`src/rtl/mux4_rr_arbiter.sv`:
```
// Round-robin owner for one shared 4:1 mux, with a break-before-make gap between owners and a hold-limit preempt.
// Latency: req to gnt/s1s0 is 1 cycle; each owner change inserts one zero-grant GAP cycle.
module mux4_rr_arbiter #(
    parameter int MAX_HOLD = 8
) (
    input  logic       clk,
    input  logic       rst,
    input  logic [3:0] req,
    output logic [3:0] gnt,
    output logic       s0,
    output logic       s1,
    output logic       sel_valid,
    output logic       preempt
);

    localparam logic [1:0] ST_IDLE  = 2'd0;
    localparam logic [1:0] ST_GRANT = 2'd1;
    localparam logic [1:0] ST_GAP   = 2'd2;
    localparam logic [7:0] HOLD_LIM = 8'(MAX_HOLD);

    logic [1:0] state;
    logic [7:0] hold_cnt;
    logic [1:0] last;
    logic [1:0] winner;
    logic [1:0] idx;
    logic       any_req;

    // Scan from last+4 down to last+1 so the lowest offset above last wins.
    always_comb begin
        winner  = last;
        idx     = last;
        any_req = |req;
        for (int i = 4; i >= 1; i--) begin
            idx = last + 2'(i);
            if (req[idx]) begin
                winner = idx;
            end
        end
    end

    always_ff @(posedge clk) begin
        if (rst) begin
            state     <= ST_IDLE;
            gnt       <= 4'b0000;
            s1        <= 1'b0;
            s0        <= 1'b0;
            sel_valid <= 1'b0;
            preempt   <= 1'b0;
            hold_cnt  <= 8'd0;
            last      <= 2'd3;
        end else begin
            case (state)
                ST_GRANT: begin
                    // While granted, last is the current owner.
                    if (req[last] && (hold_cnt < HOLD_LIM)) begin
                        hold_cnt <= hold_cnt + 8'd1;
                    end else begin
                        state     <= ST_GAP;
                        gnt       <= 4'b0000;
                        sel_valid <= 1'b0;
                        preempt   <= req[last];
                        hold_cnt  <= 8'd0;
                    end
                end
                ST_IDLE, ST_GAP: begin
                    preempt <= 1'b0;
                    if (any_req) begin
                        state     <= ST_GRANT;
                        gnt       <= 4'b0001 << winner;
                        s1        <= winner[1];
                        s0        <= winner[0];
                        sel_valid <= 1'b1;
                        hold_cnt  <= 8'd1;
                        last      <= winner;
                    end else begin
                        state <= ST_IDLE;
                    end
                end
                default: begin
                    state     <= ST_IDLE;
                    gnt       <= 4'b0000;
                    sel_valid <= 1'b0;
                    preempt   <= 1'b0;
                    hold_cnt  <= 8'd0;
                end
            endcase
        end
    end

endmodule
```
`config.mk`:
```
export PLATFORM = sky130hd
export DESIGN_NAME = mux4_rr_arbiter
export DESIGN_NICKNAME = d
export VERILOG_FILES = /design/src/rtl/mux4_rr_arbiter.sv
export SDC_FILE = /design/constraint.sdc
export NUM_CORES = 1
export LEC_CHECK = 0
export CORE_ASPECT_RATIO = 0.8
export CORE_MARGIN = 4
export CORE_UTILIZATION = 30
export DETAILED_ROUTE_END_ITERATION = 10
export SYNTH_ARGS = -nofsm -noshare
export SYNTH_HDL_FRONTEND = slang
export SYNTH_SLANG_ARGS = --single-unit
```
`constraint.sdc`:
```
create_clock -name clk -period 3.8 [get_ports clk]
set_input_delay 0.57 -clock clk [delete_from_list [all_inputs] [get_ports clk]]
set_output_delay 0.57 -clock clk [all_outputs]
set_load 0.02 [all_outputs]
```
### Word-level counts from Yosys, hierarchy flattened

Cells that the tools add are included.
W data, S select, Z words.

* add/sub/neg operators: 4
* reductions and logical operators: 7
* muxes and demuxes: 23
* $lt $le $gt $ge: 5
* bitwise gates (word level): 1
* eq/ne operators: 4
* shifts and indexed selects: 1

Operators with widths (number)
* $mux W8: 2
* $pmux W8 S2: 1
* $lt A2 B3 Y1 const B: 4
* $add A8 B1 Y8 const B: 1
* $bmux W1 S2: 4
* $lt A8 B4 Y1 const B: 1
* $mux W2: 4
* $mux W4: 2
* $pmux W4 S2: 1
* $mux W1: 7
* $add A2 B2 Y2 const B: 2
* $ne A2 B2 Y1 const B: 2
* $pmux W2 S2: 1
* $reduce_and A2 Y1: 2
* $reduce_or A2 Y1: 2
* $reduce_or A4 Y1: 1
* $shl A1 B2 Y4 const A: 1
* $add A2 B1 Y2 const B: 1
* $eq A2 B1 Y1 const B: 1
* $eq A2 B2 Y1 const B: 1
* $logic_not A2 Y1: 1
* $pmux W1 S2: 1
* $logic_and A1 B1 Y1: 1
* $not A1 Y1: 1

* logic and storage cells: 53
* register bits after elaboration: 20
* output and inout port bits: 8
* bits of input ports: 6

### Longest topological paths before layout

Gate-level depths: netlist of the first run.

* depth after elaboration: 9
* gate-level depth with buffers: 6
* depth with buffers taken out: 4

### Worst setup path before layout of the first run

Ideal clock, no wire load.

* kind: input port to flip-flop
* start: input port req[2]
* end: register hold_cnt[4]
* buffers on the path: 1
* required time: 3734 ps
* path slack: 1969 ps
* stages on the path: 5
* setup time: 66 ps
* arrival: 1765 ps
* cell sequence: or4_4 buf_6 or2_4 a21o_4 a21oi_2

* word-level cells in the longest chain between the ends: 5
* elaborated cells on any way between the ends: 7
* classes of those cells: eq/ne (1); mux (4); reduce/logical (2)

RTL lines
* start: declaration: RTL line 8 `input logic [3:0] req,`
* $bmux W1 S2: RTL line 55 `if (req[last] && (hold_cnt < HOLD_LIM)) begin`
* $mux W1 (not written as such): RTL line 55
* $logic_and A1 B1 Y1: RTL line 55
* $mux W8: RTL line 55
* $pmux W8 S2: RTL line 52 `case (state)`
* end signal: assignment: RTL line 56 `hold_cnt <= hold_cnt + 8'd1;`
* end: declaration: RTL line 22 `logic [7:0] hold_cnt;`

Parallel ways exist; a longest one is shown, timed or not. The select of a mux whose other input is x is not followed.
A chain may end at the register's enable or synchronous reset.

### Worst setup path after layout of the first run

* start: input port req[3]
* end: register gnt[3]

* word-level cells in the longest chain between the ends: 8
* elaborated cells on any way between the ends: 19
* classes of those cells: eq/ne (2); shift (1); mux (13); reduce/logical (3)

RTL lines
* $bmux W1 S2: RTL line 35 `if (req[idx]) begin`
* $mux W1 (not written as such): RTL line 35
* $mux W2 (3 in a row): RTL line 35
* $shl A1 B2 Y4: RTL line 69 `gnt <= 4'b0001 << winner;`
* $mux W4: RTL line 67 `if (any_req) begin`
* $pmux W4 S2: RTL line 52
* end signal: assignment: RTL line 69
* end: declaration: RTL line 9 `output logic [3:0] gnt,`

Parallel ways exist; a longest one is shown, timed or not. The select of a mux whose other input is x is not followed.

==> results.md, run 1 <==
- Crit Path Class: primary input to flop
- Routed len/inst: 12.9 um
- Htree depth: 1
- TritonCTS clock tree: built
- Diode count: 0
- Period utilization: 56.1%
- Mapped Avg Cell Area: 9.05 um2
- Vias after detailed routing: 834
- Post-Syn Nets: 114
- Routed Wire Length: 2050 um
- Total grt overflow: 0
- Post-CTS Repair Setup Buffers: 0
- Rel. slew slack: 60.7%
- Peak supply drop: 0.159 mV
- RSZ-0062 raised after global routing: no
- Required @ worst endpoint: 3.95 ns
- Io pins: 14
- Slowest stage cell on the critical path: or4_4
- Fin crit period: 2.13 ns
- Final Cell Area: 0.00119 mm2
- Initial Utilization: 31.4%
- Fin. max-slew vios: 0
- Final setup violating endpoints: 0
- Run status: completed
- Post-Syn Area: 968 um2
- #FFs+latches synth: 20
- Synth warnings: 0
- Pin count of the biggest net entering global routing: 16
- # clock sinks: 20
- Number of synthesized flops with an enable pin: 0
- Initial antenna violation count: 0
- Fin nets: 127
- CP cell instances: clkdlybuf4s50_1 -> or4_4 -> nand2b_1 -> nor2_1 -> a32o_1
- Crit path DAT: 2.28 ns
- Gpl congestion: 0.822
- DRC errors left: 0
- Register area share after synthesis: 41.3%
- CP Launch Type: primary input
- Die area: 0.00421 mm2
- Number of gates resized after CTS: 0
- Placement Cell Area: 0.00112 mm2
- Worst slew pin tran: 0.584 ns
- Post-synth ARST share: 0%
- CP Capture Type: flop
- PD cells: 462 mW/mm2
- Clock root cell: clkbuf_8
- Total Routing Usage GR: 10.6%
- Num rows: 18
- Hold Fails Final Rpt: 0
- TNS Setup: 0 ns
- Worst hold path type: flop to flop
- CTS Buffer Depth: 2
- Main flop type after synthesis: dfxtp_1
- Cell variety after synth: 41
- Die width: 71.5 um
- Leakage power: 0.430 nW
- Die span in y: 58.8 um
- Hold_ws: 0.460 ns
- Crit-path leading delay family: simple AND/OR/NAND/NOR gates
- Total CTS buffers: 3
- Final ANT Viol Nets: 0
- Fmax achieved: 469 MHz
- IO buf count: 13
- Post-CTS Hold Fix Bufs: 0
- Yosys top cell area share: 41.3%
- Synth area leaders: dfxtp_1 41%, nor2_1 4.7%, a21oi_1 4.1%, nand2b_1 3.2%, xor2_1 2.7%
- Final HPWL DP: 1520 um
- Clock transition at path regs: 0.08 ns
- Worst Clk Skew: 0.00643 ns
- Synthesized instance count: 107
- Bufs and invs on worst path: 1
- Layout cells sized above 1: 8.40%
- Worst path max stage delay: 0.60 ns
- Area delta synth->final: 23.0%
- Via density: 5.25
- Max FO, Critical Path: 9
- Worst skew pair latency: 0.26 ns
- Max Cap Viol: 0
- Core area: 0.00309 mm2
- Yosys top cell by area: dfxtp_1
- 1st-iter DRT viols: 54
- Via count of the first global-routing pass: 783
- Number of detailed-route iterations in the first pass: 4
- Global-route wire length before repair: 3570 um
-- cell usage after synthesis, drive strengths merged, types with 2 or more instances --
master,instances
clkbuf,2
a21oi,10
a211oi,2
or4,2
a31oi,3
dfxtp,20
a21o,2
nor2b,3
or3,2
nor2,12
o21bai,2
o21ai,6
xor2,3
nand2b,5
buf,3
nand3,2
nand2,5
nor3,5
-- cell families (layout without fill, tap and decap cells) --
group / after synthesis / in the layout / synth area share, %
xor gates and xnor gates: 3 / 3 / 2.71
and+or+nand+nor: 46 / 46 / 27.1
buffers and inverters: 5 / 17 / 2.97
AOI/OAI and AO/OA: 30 / 30 / 21.2
muxes: 2 / 2 / 3.36
adders and majority gates: 1 / 1 / 1.29
DFF: 20 / 20 / 41.3
-- path summary, 6_finish.rpt --
| path | slack [ns] | end | cells past startpoint | from |
|---|---|---|---|---|
| hold reg to reg | 0.46 | s1$_SDFFE_PP0P_ | 2 | s1$_SDFFE_PP0P_ |
| setup reg to reg | 2.03 | gnt[1]$_SDFFE_PP0P_ | 4 | last[0]$_SDFFE_PP1P_ |
| setup / recovery | 1.67 | gnt[3]$_SDFFE_PP0P_ | 5 | req[3] |
| hold / removal | 0.46 | s1$_SDFFE_PP0P_ | 2 | s1$_SDFFE_PP0P_ |
-- worst register-to-register path, cell delays in order, from the launching register on --
cell and delay (ns):
dfxtp_1 0.47, mux4_2 0.61, nand4b_1 0.19, a21oi_1 0.12
a22o_1 0.26
-- placed cells by master (no fill, tap or decap), drive strengths merged, types with 2 or more instances in the layout --
master         instances
clkdlybuf4s50         13
a31oi                  3
o21ai                  6
nand2                  5
nand3                  2
or4                    2
nor2                  12
a21oi                 10
nor2b                  3
o21bai                 2
nor3                   5
xor2                   3
a211oi                 2
dfxtp                 20
clkbuf                 3
or3                    2
nand2b                 5
a21o                   2
-- metrics by stage --
| stage | setup WS [ns] | util (%) | total power, mW | instances |
|---|---|---|---|---|
| after global placement | 1.46 | 36.3 | 0.339 | 155 |
| final | 1.67 | 38.6 | 0.550 | 159 |
| after CTS | 1.67 | 38.6 | 0.554 | 159 |
| after global routing | 1.58 | 38.6 | 0.575 | 159 |
| after detailed placement | 1.39 | 36.3 | 0.340 | 155 |
| after floorplan | 1.97 | - | 0.305 | 107 |
-- cell type report --
type / instances / area [um2]
Clock buffer: 3 / 41.3
Clock inverter: 1 / 30.0
Fill cell: 300 / 1890
Multi-Input combinational cell: 82 / 539
Sequential cell: 20 / 400
Tap cell: 40 / 50.0
Timing Repair Buffer: 13 / 130
-- sequential cells by signal, indices dropped and copies added (netlist names) --
signal and flops:
last 2, hold_cnt 8, preempt 1, gnt 4, state 2, s1 1
s0 1, sel_valid 1
-- where the power goes --
part | switching, mW | internal (mW)
sequential | 0.0177 | 0.224
combinational | 0.0499 | 0.0449
clock | 0.0729 | 0.141
-- routing by layer --
metal  track usage (%)  routed length [um]  vias up
li1                  -                   -      421
met1              15.6                1100      389
met2              14.9                 829       19
met3              2.22                  89        5
met4              4.29                  36        0
met5                 0                   0        -
(Power assumes the default switching activity.)
==> run 2: changes to the inputs <==
==> constraint.sdc (replaced) <==
create_clock -name clk -period 2 [get_ports clk]
set_input_delay 0.3 -clock clk [delete_from_list [all_inputs] [get_ports clk]]
set_output_delay 0.3 -clock clk [all_outputs]
set_load 0.02 [all_outputs]
==> results.md, run 2 (synthesis results as in run 1) <==
- Run status: completed
- Die span in y: 58.8 um (unchanged)
- Initial antenna violation count: 0 (unchanged)
- Rel. slew slack: 76.7% (+16 points)
- Largest regs: hold_cnt: 8 flops, gnt: 4 flops
- Fin crit period: 1.83 ns
- Final HPWL DP: 1650 um (+8.9%)
- Clock transition at path regs: 0.07 ns (about the same)
- Htree depth: 1 (unchanged)
- RSZ-0062 raised after global routing: no
- CP Launch Type: primary input
- CTS Buffer Depth: 2 (unchanged)
- Area delta synth->final: 27.6%
- GR Util met2: 15.3% (+0.39 points)
- Flop pwr share: 49.9% (+6.0 points)
- Number of gates resized after CTS: 0 (unchanged)
- Layout cells sized above 1: 14.8% (+6.4 points)
- Setup WS post-layout: 0.171 ns (-1.50 ns)
- Met3 Usage GRT: 1.88% (-0.34 points)
- Max FO, Critical Path: 8 (-1)
- Hold Fails Final Rpt: 0 (unchanged)
- # clock sinks: 20 (unchanged)
- Most Crowded Layer GR: met1
- Leakage power: 0.465 nW (+8.1%)
- Fin nets: 137 (+7.9%)
- Internal power: 0.661 mW (+61%)
- Crit Path Class: primary input to flop
- CP Capture Type: flop
- Net Sw Power: 0.254 mW (+81%)
- Total Routing Usage GR: 10.8% (+0.23 points)
- Worst slew pin tran: 0.350 ns (-0.234 ns)
- Fin. max-slew vios: 0 (unchanged)
- Pin count of the biggest net entering global routing: 12 (-4)
- CP cell instances: clkdlybuf4s50_1 -> or4_4 -> or2_4 -> a21oi_1 -> a22o_1
- Required @ worst endpoint: 2.20 ns (-1.75 ns)
- Core area: 0.00309 mm2 (unchanged)
- Final setup violating endpoints: 0 (unchanged)
- Routed len/inst: 12.7 um (-1.4%)
- Peak supply drop: 0.389 mV (+140%)
- 1st-iter DRT viols: 60 (+11%)
- Crit path DAT: 2.03 ns (-0.25 ns)
- Num rows: 18 (unchanged)
- Post-CTS Hold Fix Bufs: 0 (unchanged)
- DP Worst Slack: -0.0458 ns (-1.44 ns)
- TritonCTS clock tree: built
- Combinational power share: 22.1% (+4.9 points)
- Bufs and invs on worst path: 1 (unchanged)
- Die area: 0.00421 mm2 (unchanged)
- Clock Power Share: 28.0% (-11 points)
- Gpl congestion: 0.813 (-1.0%)
- Die width: 71.5 um (unchanged)
- Crit-path leading delay family: simple AND/OR/NAND/NOR gates
- Most frequent cells in the layout: 20 x dfxtp_1, 13 x clkdlybuf4s50_1, 12 x nor2_1
- Post-CTS Repair Setup Buffers: 0 (unchanged)
- Period utilization: 91.5%
- Io pins: 14 (unchanged)
- PD cells: 741 mW/mm2 (+60%)
- Routed Wire Length: 2140 um (+4.1%)
- Global-route wire length before repair: 3710 um (+3.7%)
- Grt met1 use: 16.9% (+1.3 points)
- Reg with most FFs: hold_cnt
- Via density: 5.11 (-2.6%)
- Final Power: 0.915 mW (+66%)
- Max Cap Viol: 0 (unchanged)
- Total CTS buffers: 3 (unchanged)
- DRC errors left: 0 (unchanged)
- Slowest stage cell on the critical path: or4_4
- Max FFs per register: 8 (unchanged)
- IO buf count: 13 (unchanged)
- Worst skew pair latency: 0.25 ns (about the same)
- Diode count: 0 (unchanged)
- Initial Utilization: 31.4% (unchanged)
- Fmax achieved: 547 MHz
- Worst Clk Skew: 0.00233 ns (-0.00409 ns)
- Total grt overflow: 0 (unchanged)
- Vias after detailed routing: 858 (+2.9%)
- Clock root cell: clkbuf_8
- Worst path max stage delay: 0.61 ns (about the same)
- Number of detailed-route iterations in the first pass: 4 (unchanged)
- Worst hold path type: flop to flop
- Sw Ratio: 27.8% (+2.2 points)
- Final ANT Viol Nets: 0 (unchanged)
- Commonest non-fill, non-tap cell in the layout: dfxtp_1
- Via count of the first global-routing pass: 814 (+4.0%)
- Reg2Reg Setup Slack: 0.26 ns (-1.77 ns)
[run 2: cell count changes in the layout (fill, tap and decap cells not counted)]
cell       previous run  this run
buf_4                 0        10
bufinv_16             1         0
[run 2: area by class of cell]
cell class	count	area [um2]
clock buffer	3	41.3
timing repair buffer	23	205
multi-input combinational	82	539
sequential	20	400
fill	300	1850
tap	40	50.0
[run 2: path summary, 6_finish.rpt]
kind,startpoint,to,cells after the start
worst min register to register,s1$_SDFFE_PP0P_,s1$_SDFFE_PP0P_,2
worst min-delay path,s1$_SDFFE_PP0P_,s1$_SDFFE_PP0P_,2
worst max-delay path,req[2],gnt[1]$_SDFFE_PP0P_,5
worst max register to register,last[0]$_SDFFE_PP1P_,gnt[1]$_SDFFE_PP0P_,4
[run 2: stage by stage]
| stage | cells | util, % | cell area (um2) | TNS, ns | hold WS (ns) |
|---|---|---|---|---|---|
| floorplan | 107 | - | 968 | 0 | 0.396 |
| global placement | 165 | 38.7 | 1190 | -0.0455 | 0.445 |
| detailed placement | 165 | 38.7 | 1190 | -0.286 | 0.455 |
| CTS | 168 | 40.1 | 1240 | 0 | 0.466 |
| global route | 168 | 40.1 | 1240 | 0 | 0.487 |
| finish | 168 | 40.1 | 1240 | 0 | 0.466 |
[run 2: worst register-to-register path: stages (launching register included)]
cell and delay, ns:
dfxtp_1 0.45, mux4_2 0.60, nand4b_1 0.21, a21oi_1 0.13, a22o_1 0.24
[run 2: per-layer routing]
| layer | routed length [um] | part of all wire [%] |
|---|---|---|
| met5 | 0 | 0 |
| met4 | 17 | 0.79 |
| met3 | 84 | 3.9 |
| met2 | 878 | 41 |
| met1 | 1160 | 54 |
[run 2: power groups by stage]
| stage | Sequential [mW] | Combinational (mW) | Clock (mW) |
|---|---|---|---|
| after global routing | 0.462 | 0.222 | 0.277 |
| after floorplan | 0.468 | 0.111 | 0 |
| after global placement | 0.464 | 0.198 | 0 |
| after CTS | 0.457 | 0.203 | 0.260 |
| after detailed placement | 0.466 | 0.201 | 0 |
| final | 0.457 | 0.202 | 0.257 |
